===== config.mk =====
export PLATFORM = sky130hd
export DESIGN_NAME = lcms_dac_serial_rx
export DESIGN_NICKNAME = d
export VERILOG_FILES = /design/src/rtl/lcms_dac_serial_rx.sv
export SDC_FILE = /design/constraint.sdc
export NUM_CORES = 1
export LEC_CHECK = 0
export CORE_MARGIN = 2
export CORE_UTILIZATION = 40
export CTS_BUF_LIST = sky130_fd_sc_hd__clkbuf_2
export CTS_CLUSTER_SIZE = 14
export DETAILED_ROUTE_END_ITERATION = 12
export PLACE_DENSITY = 0.68
export SYNTH_ARGS = -nofsm -noshare
export SYNTH_HDL_FRONTEND = slang
export SYNTH_SLANG_ARGS = --single-unit
export TNS_END_PERCENT = 1

===== constraint.sdc =====
create_clock -name dac_sm_clk -period 3.5 [get_ports dac_sm_clk]
set_clock_uncertainty 0.05 [all_clocks]
set_input_delay 0.525 -clock dac_sm_clk [delete_from_list [all_inputs] [get_ports dac_sm_clk]]
set_output_delay 0.525 -clock dac_sm_clk [all_outputs]
set_load 0.05 [all_outputs]

===== src/rtl/lcms_dac_serial_rx.sv =====
// lcms_dac_serial_rx
// Receive-side model of the two DAC serial links (shared DAC_SCLK, per-link
// SYNC/DIN). The links are oversampled on dac_sm_clk and decoded as 16-bit,
// MSB-first frames. Data words land in a 16-entry shadow register file.
// Control words and framing errors are reported.
//
// Strobe semantics: wr1_valid, wr2_valid, ctrl_valid[n] and err_pulse[n] are
// single-cycle pulses with no back-pressure. The value registers that go with
// each pulse are wr_ch, wr_dataN and ctrl_word. They update in the same cycle
// as the pulse and hold their value until the next commit.
//
// Ports:
//   dac_sm_clk, reset         system clock, synchronous active-high reset
//   DAC_SCLK                  shared serial clock, data valid on falling edge
//   DAC1_SYNC/DIN, DAC2_SYNC/DIN  per-link frame strobe (active-low) and data
//   wr1_valid, wr2_valid      data-word commit pulses
//   wr_ch                     {link2 ch, link1 ch} of last data commit per link
//   wr_data1, wr_data2        last committed data per link
//   ctrl_valid, ctrl_word     control-word pulse per link, last control payload
//   err_pulse, err_sticky     framing error pulse / sticky flag per link
//   err_clr                   clears err_sticky (a coincident new error wins)
//   rd_addr, rd_data          shadow readback, one-cycle registered latency
//   frame_cnt1, frame_cnt2    committed frames per link, wrapping
module lcms_dac_serial_rx #(
  parameter int SYNC_STAGES = 2,
  parameter int FRAME_BITS  = 16
) (
  input  logic        dac_sm_clk,
  input  logic        reset,
  input  logic        DAC_SCLK,
  input  logic        DAC1_SYNC,
  input  logic        DAC1_DIN,
  input  logic        DAC2_SYNC,
  input  logic        DAC2_DIN,
  output logic        wr1_valid,
  output logic        wr2_valid,
  output logic [5:0]  wr_ch,
  output logic [11:0] wr_data1,
  output logic [11:0] wr_data2,
  output logic [1:0]  ctrl_valid,
  output logic [14:0] ctrl_word,
  output logic [1:0]  err_pulse,
  output logic [1:0]  err_sticky,
  input  logic        err_clr,
  input  logic [3:0]  rd_addr,
  output logic [11:0] rd_data,
  output logic [15:0] frame_cnt1,
  output logic [15:0] frame_cnt2
);

  localparam logic [3:0] LAST_BIT = 4'(FRAME_BITS - 1);

  typedef enum logic [1:0] {WAIT_HIGH, IDLE, SHIFT, DONE} state_t;

  // ---------------------------------------------------------------------------
  // Input synchronizers
  // ---------------------------------------------------------------------------
  logic [SYNC_STAGES-1:0] sclk_sr, sync1_sr, din1_sr, sync2_sr, din2_sr;
  // The priming chain fills with ones after reset. Once it is full, the data
  // synchronizers hold only real samples and no longer hold reset values.
  logic [SYNC_STAGES-1:0] prime_sr;
  logic                   sclk_d;
  logic [1:0]             sync_d;

  always_ff @(posedge dac_sm_clk) begin
    if (reset) begin
      sclk_sr  <= '1;
      sync1_sr <= '1;
      sync2_sr <= '1;
      din1_sr  <= '0;
      din2_sr  <= '0;
      prime_sr <= '0;
      sclk_d   <= 1'b1;
      sync_d   <= 2'b11;
    end else begin
      sclk_sr[0]  <= DAC_SCLK;
      sync1_sr[0] <= DAC1_SYNC;
      sync2_sr[0] <= DAC2_SYNC;
      din1_sr[0]  <= DAC1_DIN;
      din2_sr[0]  <= DAC2_DIN;
      prime_sr[0] <= 1'b1;
      for (int i = 1; i < SYNC_STAGES; i++) begin
        sclk_sr[i]  <= sclk_sr[i-1];
        sync1_sr[i] <= sync1_sr[i-1];
        sync2_sr[i] <= sync2_sr[i-1];
        din1_sr[i]  <= din1_sr[i-1];
        din2_sr[i]  <= din2_sr[i-1];
        prime_sr[i] <= prime_sr[i-1];
      end
      sclk_d <= sclk_sr[SYNC_STAGES-1];
      sync_d <= {sync2_sr[SYNC_STAGES-1], sync1_sr[SYNC_STAGES-1]};
    end
  end

  logic       sclk_s, sclk_fall, primed;
  logic [1:0] sync_s, din_s, sync_fall, sync_rise;

  assign sclk_s    = sclk_sr[SYNC_STAGES-1];
  assign sclk_fall = sclk_d & ~sclk_s;
  assign primed    = prime_sr[SYNC_STAGES-1];
  assign sync_s    = {sync2_sr[SYNC_STAGES-1], sync1_sr[SYNC_STAGES-1]};
  assign din_s     = {din2_sr[SYNC_STAGES-1], din1_sr[SYNC_STAGES-1]};
  assign sync_fall = sync_d & ~sync_s;
  assign sync_rise = ~sync_d & sync_s;

  // ---------------------------------------------------------------------------
  // Per-link frame FSMs (index 0 = DAC1, 1 = DAC2)
  // ---------------------------------------------------------------------------
  state_t      state     [2];
  state_t      state_nxt [2];
  logic [14:0] shreg     [2];
  logic [14:0] shreg_nxt [2];
  logic [3:0]  cnt       [2];
  logic [3:0]  cnt_nxt   [2];
  logic [15:0] frame     [2];
  logic [1:0]  ovr, ovr_nxt, commit, err;

  always_ff @(posedge dac_sm_clk) begin
    if (reset) begin
      for (int l = 0; l < 2; l++) begin
        state[l] <= WAIT_HIGH;
        shreg[l] <= '0;
        cnt[l]   <= '0;
      end
      ovr <= '0;
    end else begin
      for (int l = 0; l < 2; l++) begin
        state[l] <= state_nxt[l];
        shreg[l] <= shreg_nxt[l];
        cnt[l]   <= cnt_nxt[l];
      end
      ovr <= ovr_nxt;
    end
  end

  always_comb begin
    for (int l = 0; l < 2; l++) begin
      state_nxt[l] = state[l];
      shreg_nxt[l] = shreg[l];
      cnt_nxt[l]   = cnt[l];
      ovr_nxt[l]   = ovr[l];
      commit[l]    = 1'b0;
      err[l]       = 1'b0;
      // Frame word as it stands with the current DIN shifted in. This is the
      // committed word when the last bit arrives.
      frame[l]     = {shreg[l], din_s[l]};
      case (state[l])
        // Leave only on a genuine high level. This avoids treating SYNC that
        // was already low across reset as a new frame start.
        WAIT_HIGH: if (primed && sync_s[l]) state_nxt[l] = IDLE;
        IDLE: begin
          if (sync_fall[l]) begin
            shreg_nxt[l] = '0;
            cnt_nxt[l]   = '0;
            ovr_nxt[l]   = 1'b0;
            state_nxt[l] = SHIFT;
          end
        end
        SHIFT: begin
          if (sync_rise[l]) begin
            err[l]       = (cnt[l] != 4'd0);
            state_nxt[l] = IDLE;
          end else if (sclk_fall) begin
            shreg_nxt[l] = frame[l][14:0];
            cnt_nxt[l]   = cnt[l] + 4'd1;
            if (cnt[l] == LAST_BIT) begin
              commit[l]    = 1'b1;
              state_nxt[l] = DONE;
            end
          end
        end
        DONE: begin
          if (sync_rise[l]) begin
            err[l]       = ovr[l];
            state_nxt[l] = IDLE;
          end else if (sclk_fall) begin
            ovr_nxt[l] = 1'b1;
          end
        end
        default: state_nxt[l] = WAIT_HIGH;
      endcase
    end
  end

  // ---------------------------------------------------------------------------
  // Commit, decode, shadow file and status
  // ---------------------------------------------------------------------------
  logic [11:0] shadow [16];

  always_ff @(posedge dac_sm_clk) begin
    if (reset) begin
      wr1_valid  <= 1'b0;
      wr2_valid  <= 1'b0;
      wr_ch      <= '0;
      wr_data1   <= '0;
      wr_data2   <= '0;
      ctrl_valid <= '0;
      ctrl_word  <= '0;
      err_pulse  <= '0;
      err_sticky <= '0;
      rd_data    <= '0;
      frame_cnt1 <= '0;
      frame_cnt2 <= '0;
      for (int i = 0; i < 16; i++) shadow[i] <= '0;
    end else begin
      wr1_valid  <= commit[0] & ~frame[0][15];
      wr2_valid  <= commit[1] & ~frame[1][15];
      ctrl_valid <= commit & {frame[1][15], frame[0][15]};
      err_pulse  <= err;
      // A new error takes priority over a coincident clear.
      err_sticky <= err | (err_sticky & {2{~err_clr}});
      // The read uses the pre-write value on a same-address collision.
      rd_data    <= shadow[rd_addr];

      if (commit[0]) begin
        frame_cnt1 <= frame_cnt1 + 16'd1;
        if (!frame[0][15]) begin
          wr_ch[2:0]                        <= frame[0][14:12];
          wr_data1                          <= frame[0][11:0];
          shadow[{1'b0, frame[0][14:12]}]   <= frame[0][11:0];
        end
      end
      if (commit[1]) begin
        frame_cnt2 <= frame_cnt2 + 16'd1;
        if (!frame[1][15]) begin
          wr_ch[5:3]                        <= frame[1][14:12];
          wr_data2                          <= frame[1][11:0];
          shadow[{1'b1, frame[1][14:12]}]   <= frame[1][11:0];
        end
      end

      // Link 1 takes priority when both links deliver a control word together.
      if (commit[0] && frame[0][15])      ctrl_word <= frame[0][14:0];
      else if (commit[1] && frame[1][15]) ctrl_word <= frame[1][14:0];
    end
  end

endmodule


[Word-level counts from Yosys, hierarchy flattened]
Memory sizes are Yosys's and may differ from the RTL's. A register that Yosys moved wholly into a read port is not among the register bits.
Index checks and enable logic that the tools add are counted.
Storage, ports and cells
  register bits after elaboration: 102
  RAM bits: 234
  input port bits: 12
  output and inout port bits: 97
  logic and storage cells: 159
  memories kept: 4
Cells by class
  add/sub/neg operators: 4
  equal/unequal tests: 14
  muxes and demuxes: 77
  bitwise logic cells: 20
  reductions and logical operators: 17
Memories
  shadow: depth 16, width 12, rd ports 1, clocked after Yosys merged registers in 1, write ports 16, RTL line 188  | logic [11:0] shadow [16];
  shreg: depth 2, width 15, rd ports 2, clocked after Yosys merged registers in 0, write ports 2, RTL line 111  | logic [14:0] shreg [2];
  cnt: depth 2, width 4, rd ports 2, clocked after Yosys merged registers in 0, write ports 2, RTL line 113  | logic [3:0] cnt [2];
  state: depth 2, width 2, rd ports 2, clocked after Yosys merged registers in 0, write ports 2, RTL line 109  | state_t state [2];
Operators by type and width (number)
  $mux W15: 10
  $pmux W15 S2: 2
  $mux W4: 10
  $add A16 B1 Y16 const B: 2
  $mux W1: 31
  $mux W2: 14
  $mux W12: 2
  $reduce_or A12 Y1: 2
  $pmux W2 S4: 2
  $pmux W4 S2: 2
  $ne A2 B2 Y1 const B: 6
  $add A4 B1 Y4 const B: 2
  $and A2 B2 Y2: 4
  $eq A2 B2 Y1 const B: 4
  $eq A4 B4 Y1 const B: 2
  $pmux W1 S2: 4
  $reduce_and A4 Y1: 2
  $reduce_bool A4 Y1: 2
  $or A1 B1 Y1: 6
  $reduce_bool A2 Y1: 3
  $eq A2 B1 Y1 const B: 2
  $logic_and A1 B1 Y1: 4
  $logic_not A2 Y1: 2
  $not A1 Y1: 4
  other kinds (4): 8

[Logic depth before layout (Yosys ltp)]
An unclocked memory read counts as a cell.
  word-level depth: 11
  mapped depth: 9
  depth with buffers taken out: 6

[Least setup slack after synthesis]
Ideal clock, no wire load.
  path type: reg2reg
  start: memory state[0][2] (netlist bit)
  end: memory shadow[10][0] (enable)
  library setup time: 281 ps
  arrival: 1825 ps
  required time: 3169 ps
  setup slack: 1344 ps
  cell stages (with the launch flop): 9
  buffers on the path: 2
  period minus slack after synthesis: 2156 ps
  cell sequence: dfxtp_1 > inv_1 > ha_1 > buf_6 > and3b_1 > nand3_1 > clkbuf_1 > nor3_1 > or2_2
RTL lines (RTL line)
  start, declared: 109
  end, declared: 188

[Final worst setup path]
  start: register frame_cnt1[0]
  end: output frame_cnt1[0]
RTL lines
  start, declared: RTL line 47  | output logic [15:0] frame_cnt1,
  start signal, assigned: RTL line 216  | frame_cnt1 <= frame_cnt1 + 16'd1;
No word-level cell between the ends.

==> results.json <==
{
  "clockRootBuffer": "clkbuf_2",
  "tns_ns": 0,
  "cp_slowest_cell": "clkdlybuf4s50_1",
  "worst-path-buf-inv": 1,
  "maxCapViolations": 0,
  "grt_antenna_before_repair": 1,
  "crit_cells": 1,
  "final_antenna_net_count": 0,
  "outcome": "completed",
  "grt_pass1_vias": 10400,
  "cts_buffers": 85,
  "nNetsFinal": 1412,
  "use_met1": 0.242,
  "hold_depth": 2,
  "p_int_uw": 5680,
  "cts_sinks": 348,
  "drc": 0,
  "hold_path_class": "input port to flop",
  "start_util": 0.403,
  "syn_area_mm2": 0.0151,
  "fin_ws_ns": 0.737,
  "clkLatencyLatePin_ns": 0.86,
  "cp_top_family": "buffers and inverters",
  "routedWlPerCell_um": 18.6,
  "synth-xor-area-share": 0.00348,
  "rows": 71,
  "crit_chain": "clkdlybuf4s50_1",
  "met3_usage": 0.0439,
  "die_h_um": 198,
  "p_leak_uw": 0.00608,
  "cp-endpoint": "frame_cnt1[0]",
  "dr.pass1.iters": 5,
  "grt.total_usage": 0.189,
  "p_clk_frac": 0.342,
  "grt_max_degree": 48,
  "routed_wl_um": 36500,
  "die_w_um": 198,
  "layout_common_cells": "192 x and2_1, 192 x edfxtp_1, 156 x dfxtp_1",
  "fin_area_mm2": 0.0174,
  "power-per-cell-area_mw_per_mm2": 439,
  "endpoint_kind": "primary output",
  "syn_avg_cell_area_um2": 12.0,
  "slew_violations": 0,
  "swShare": 0.258,
  "vias": 10200,
  "drt_iter0_drc": 745,
  "viasPerCell": 5.18,
  "crit_start": "frame_cnt1[0]$_SDFFE_PP0P_",
  "setup_viol": 0,
  "yosysWarningCount": 0,
  "htree_levels": 3,
  "synth_nets": 1284,
  "synth-edff-count": 192,
  "grtUsageMet2": 0.308,
  "comb_power_share": 0.070,
  "rr_endpoint": "shadow[8][1]$_SDFFCE_PN0P_",
  "layout-drive-gt1-share": 0.175,
  "grt_pass1_wl_um": 56800,
  "overflow": 0,
  "synth_fa_ha_area_frac": 0.0116,
  "synth_compound_area_frac": 0.0590,
  "crit_required_ns": 2.92,
  "r2r-start": "state[0][2]$_SDFFE_PP0P_",
  "cp.arrival_ns": 2.19,
  "rsz0062_at_grt": "false",
  "busiest_layer": "met2",
  "critPathLaunchType": "flop",
  "yosysSeqAreaShare": 0.589,
  "hpwl_um": 24000,
  "synth.distinct_cells": 57,
  "synth_seq_cells": 348,
  "power_frac_seq": 0.588,
  "fp.coreArea_mm2": 0.0374,
  "clkTransAtPathRegs_ns": 0.12,
  "max_clock_freq_mhz": 362,
  "placed_area_mm2": 0.0167,
  "criticalPathCategory": "flop to primary output",
  "synthMuxAreaShare": 0.109,
  "tightest_slew_ns": 0.750,
  "synthSimpleGateAreaFrac": 0.194,
  "synth_flop_cell": "edfxtp_1",
  "clock_path_buffers": 3,
  "design.portCount": 109,
  "regToRegSetupSlack_ns": 0.80,
  "place_congestion": 0.831,
  "io_buffers": 108,
  "synthArstFlopShare": 0,
  "synth_top_family_by_area": "simple AND/OR/NAND/NOR gates",
  "syn_inst": 1258,
  "slew_headroom": 0.498,
  "p_sw_uw": 1980,
  "die_area_mm2": 0.0393,
  "tritoncts": "yes",
  "fill_cells": 3442,
  "area_delta_synth_final_pct": 15.5,
  "min_period_ns": 2.76,
  "hold_viol": 0,
  "finalCritPeriodShare": 0.789,
  "peakVddDrop_uv": 205,
  "worstPathMaxFanout": 7,
  "cpPeakStageDelay_ns": 0.86,
  "dp_slack_ns": 0.881,
  "r2r_cells": 7
}
[registers in the layout (all words and copies together) (netlist names), 6 cells and up]
register,cells
shadow,192
shreg,30
frame_cnt1,16
frame_cnt2,16
ctrl_word,15
rd_data,12
wr_data1,12
wr_data2,12
cnt,8
wr_ch,6
[layout make-up]
cell class              instances  area, um^2  area share
clock buffers                 124         621      0.0356
diodes                          2        5.00    0.000287
multi-input cells             786        5720       0.328
repair buffers                142        1330      0.0766
flip-flops and latches        348        8890       0.510
well taps                     511         639      0.0367
inverters                      23        86.3     0.00496
clock inverters                27         131     0.00754
[worst min path at each step]
stage / startpoint / to
floorplan: sclk_sr[0]$_SDFF_PP1_ / sclk_sr[1]$_SDFF_PP1_
global placement: sync1_sr[0]$_SDFF_PP1_ / sync1_sr[1]$_SDFF_PP1_
detailed placement: sync1_sr[0]$_SDFF_PP1_ / sync1_sr[1]$_SDFF_PP1_
CTS: DAC2_DIN / din2_sr[0]$_SDFF_PP0_
global route: DAC2_DIN / din2_sr[0]$_SDFF_PP0_
finish: DAC2_DIN / din2_sr[0]$_SDFF_PP0_
[worst register-to-register path, stage by stage, from the launching register on]
cell,delay (ns)
dfxtp_1,0.36
inv_1,0.09
ha_1,0.36
and3b_1,0.28
nand3_1,0.29
nor4b_1,0.37
buf_4,0.23
or2_2,0.31
[cell usage after synthesis (2+ instances only)]
cell | count | area share
nor3_1 | 23 | 0.0076
nand3_1 | 34 | 0.011
a211oi_1 | 4 | 0.0020
buf_4 | 2 | 0.00099
or4b_1 | 3 | 0.0020
o21ai_0 | 27 | 0.0090
nand4_1 | 14 | 0.0058
nand3b_1 | 4 | 0.0020
and3b_1 | 2 | 0.0012
nor2_1 | 67 | 0.017
buf_2 | 11 | 0.0036
dfxtp_1 | 156 | 0.21
nor4b_1 | 4 | 0.0023
inv_1 | 22 | 0.0055
mux2i_1 | 51 | 0.034
and2_1 | 192 | 0.080
buf_6 | 2 | 0.0015
a21oi_1 | 29 | 0.0096
o41ai_1 | 6 | 0.0035
or4_1 | 11 | 0.0055
and3_1 | 6 | 0.0025
a22oi_1 | 22 | 0.011
mux4_2 | 48 | 0.072
xnor2_1 | 5 | 0.0029
a21o_1 | 2 | 0.00099
nand2_1 | 100 | 0.025
a311oi_1 | 15 | 0.0087
buf_1 | 4 | 0.00099
o311ai_0 | 5 | 0.0029
edfxtp_1 | 192 | 0.38
and4_1 | 4 | 0.0023
mux2_2 | 5 | 0.0037
or3_1 | 11 | 0.0046
o31ai_1 | 11 | 0.0055
clkbuf_1 | 81 | 0.020
nor4_1 | 4 | 0.0017
nor4bb_1 | 2 | 0.0013
ha_1 | 14 | 0.012
o31a_1 | 2 | 0.0012
nand2b_1 | 5 | 0.0021
nor2b_1 | 12 | 0.0050
o21a_1 | 3 | 0.0015
or2_2 | 27 | 0.011
[power groups by stage]
stage	Clock (uW)	Combinational (uW)	Sequential, uW
6_report	2620	533	4500
5_1_grt	2900	580	4520
4_1_cts	2700	539	4500
3_5_place_dp	0	535	4600
3_3_place_gp	0	523	4590
2_1_floorplan	0	347	4610
[stage by stage]
stage | total power [uW] | utilization | hold slack (ns) | std cells
6_report | 7650 | 0.466 | 0.175 | 1963
5_1_grt | 8000 | 0.466 | 0.102 | 1962
4_1_cts | 7740 | 0.466 | 0.0717 | 1961
3_5_place_dp | 5130 | 0.445 | 0.353 | 1809
3_3_place_gp | 5120 | 0.445 | 0.343 | 1809
2_1_floorplan | 4960 | - | 0.339 | 1258
[metal layers]
layer  wire length, um  up-vias
met5                 0        -
met4               990        0
met1             15800     4950
li1                  -     4845
met3              2260       63
met2             17400      320
[logic make-up (layout without fill, tap and decap cells)]
group                    after synthesis  after routing
XOR/XNOR                               6              6
adder cells (fa/ha/maj)               14             14
other                                  0              2
multiplexers                         104            104
buffers and inverters                124            316
AND/OR/NAND/NOR                      530            530
AO/OA/AOI/OAI                        132            132
flip-flops                           348            348
[what timing repair did]
item	in CTS	in global routing
hold buffers	1	0
hold endpoints to repair	3	0
setup buffers	0	0
gates resized for setup	0	0
endpoints found under the setup margin	0	0
Note: power is estimated with default switching activity, not from simulation.
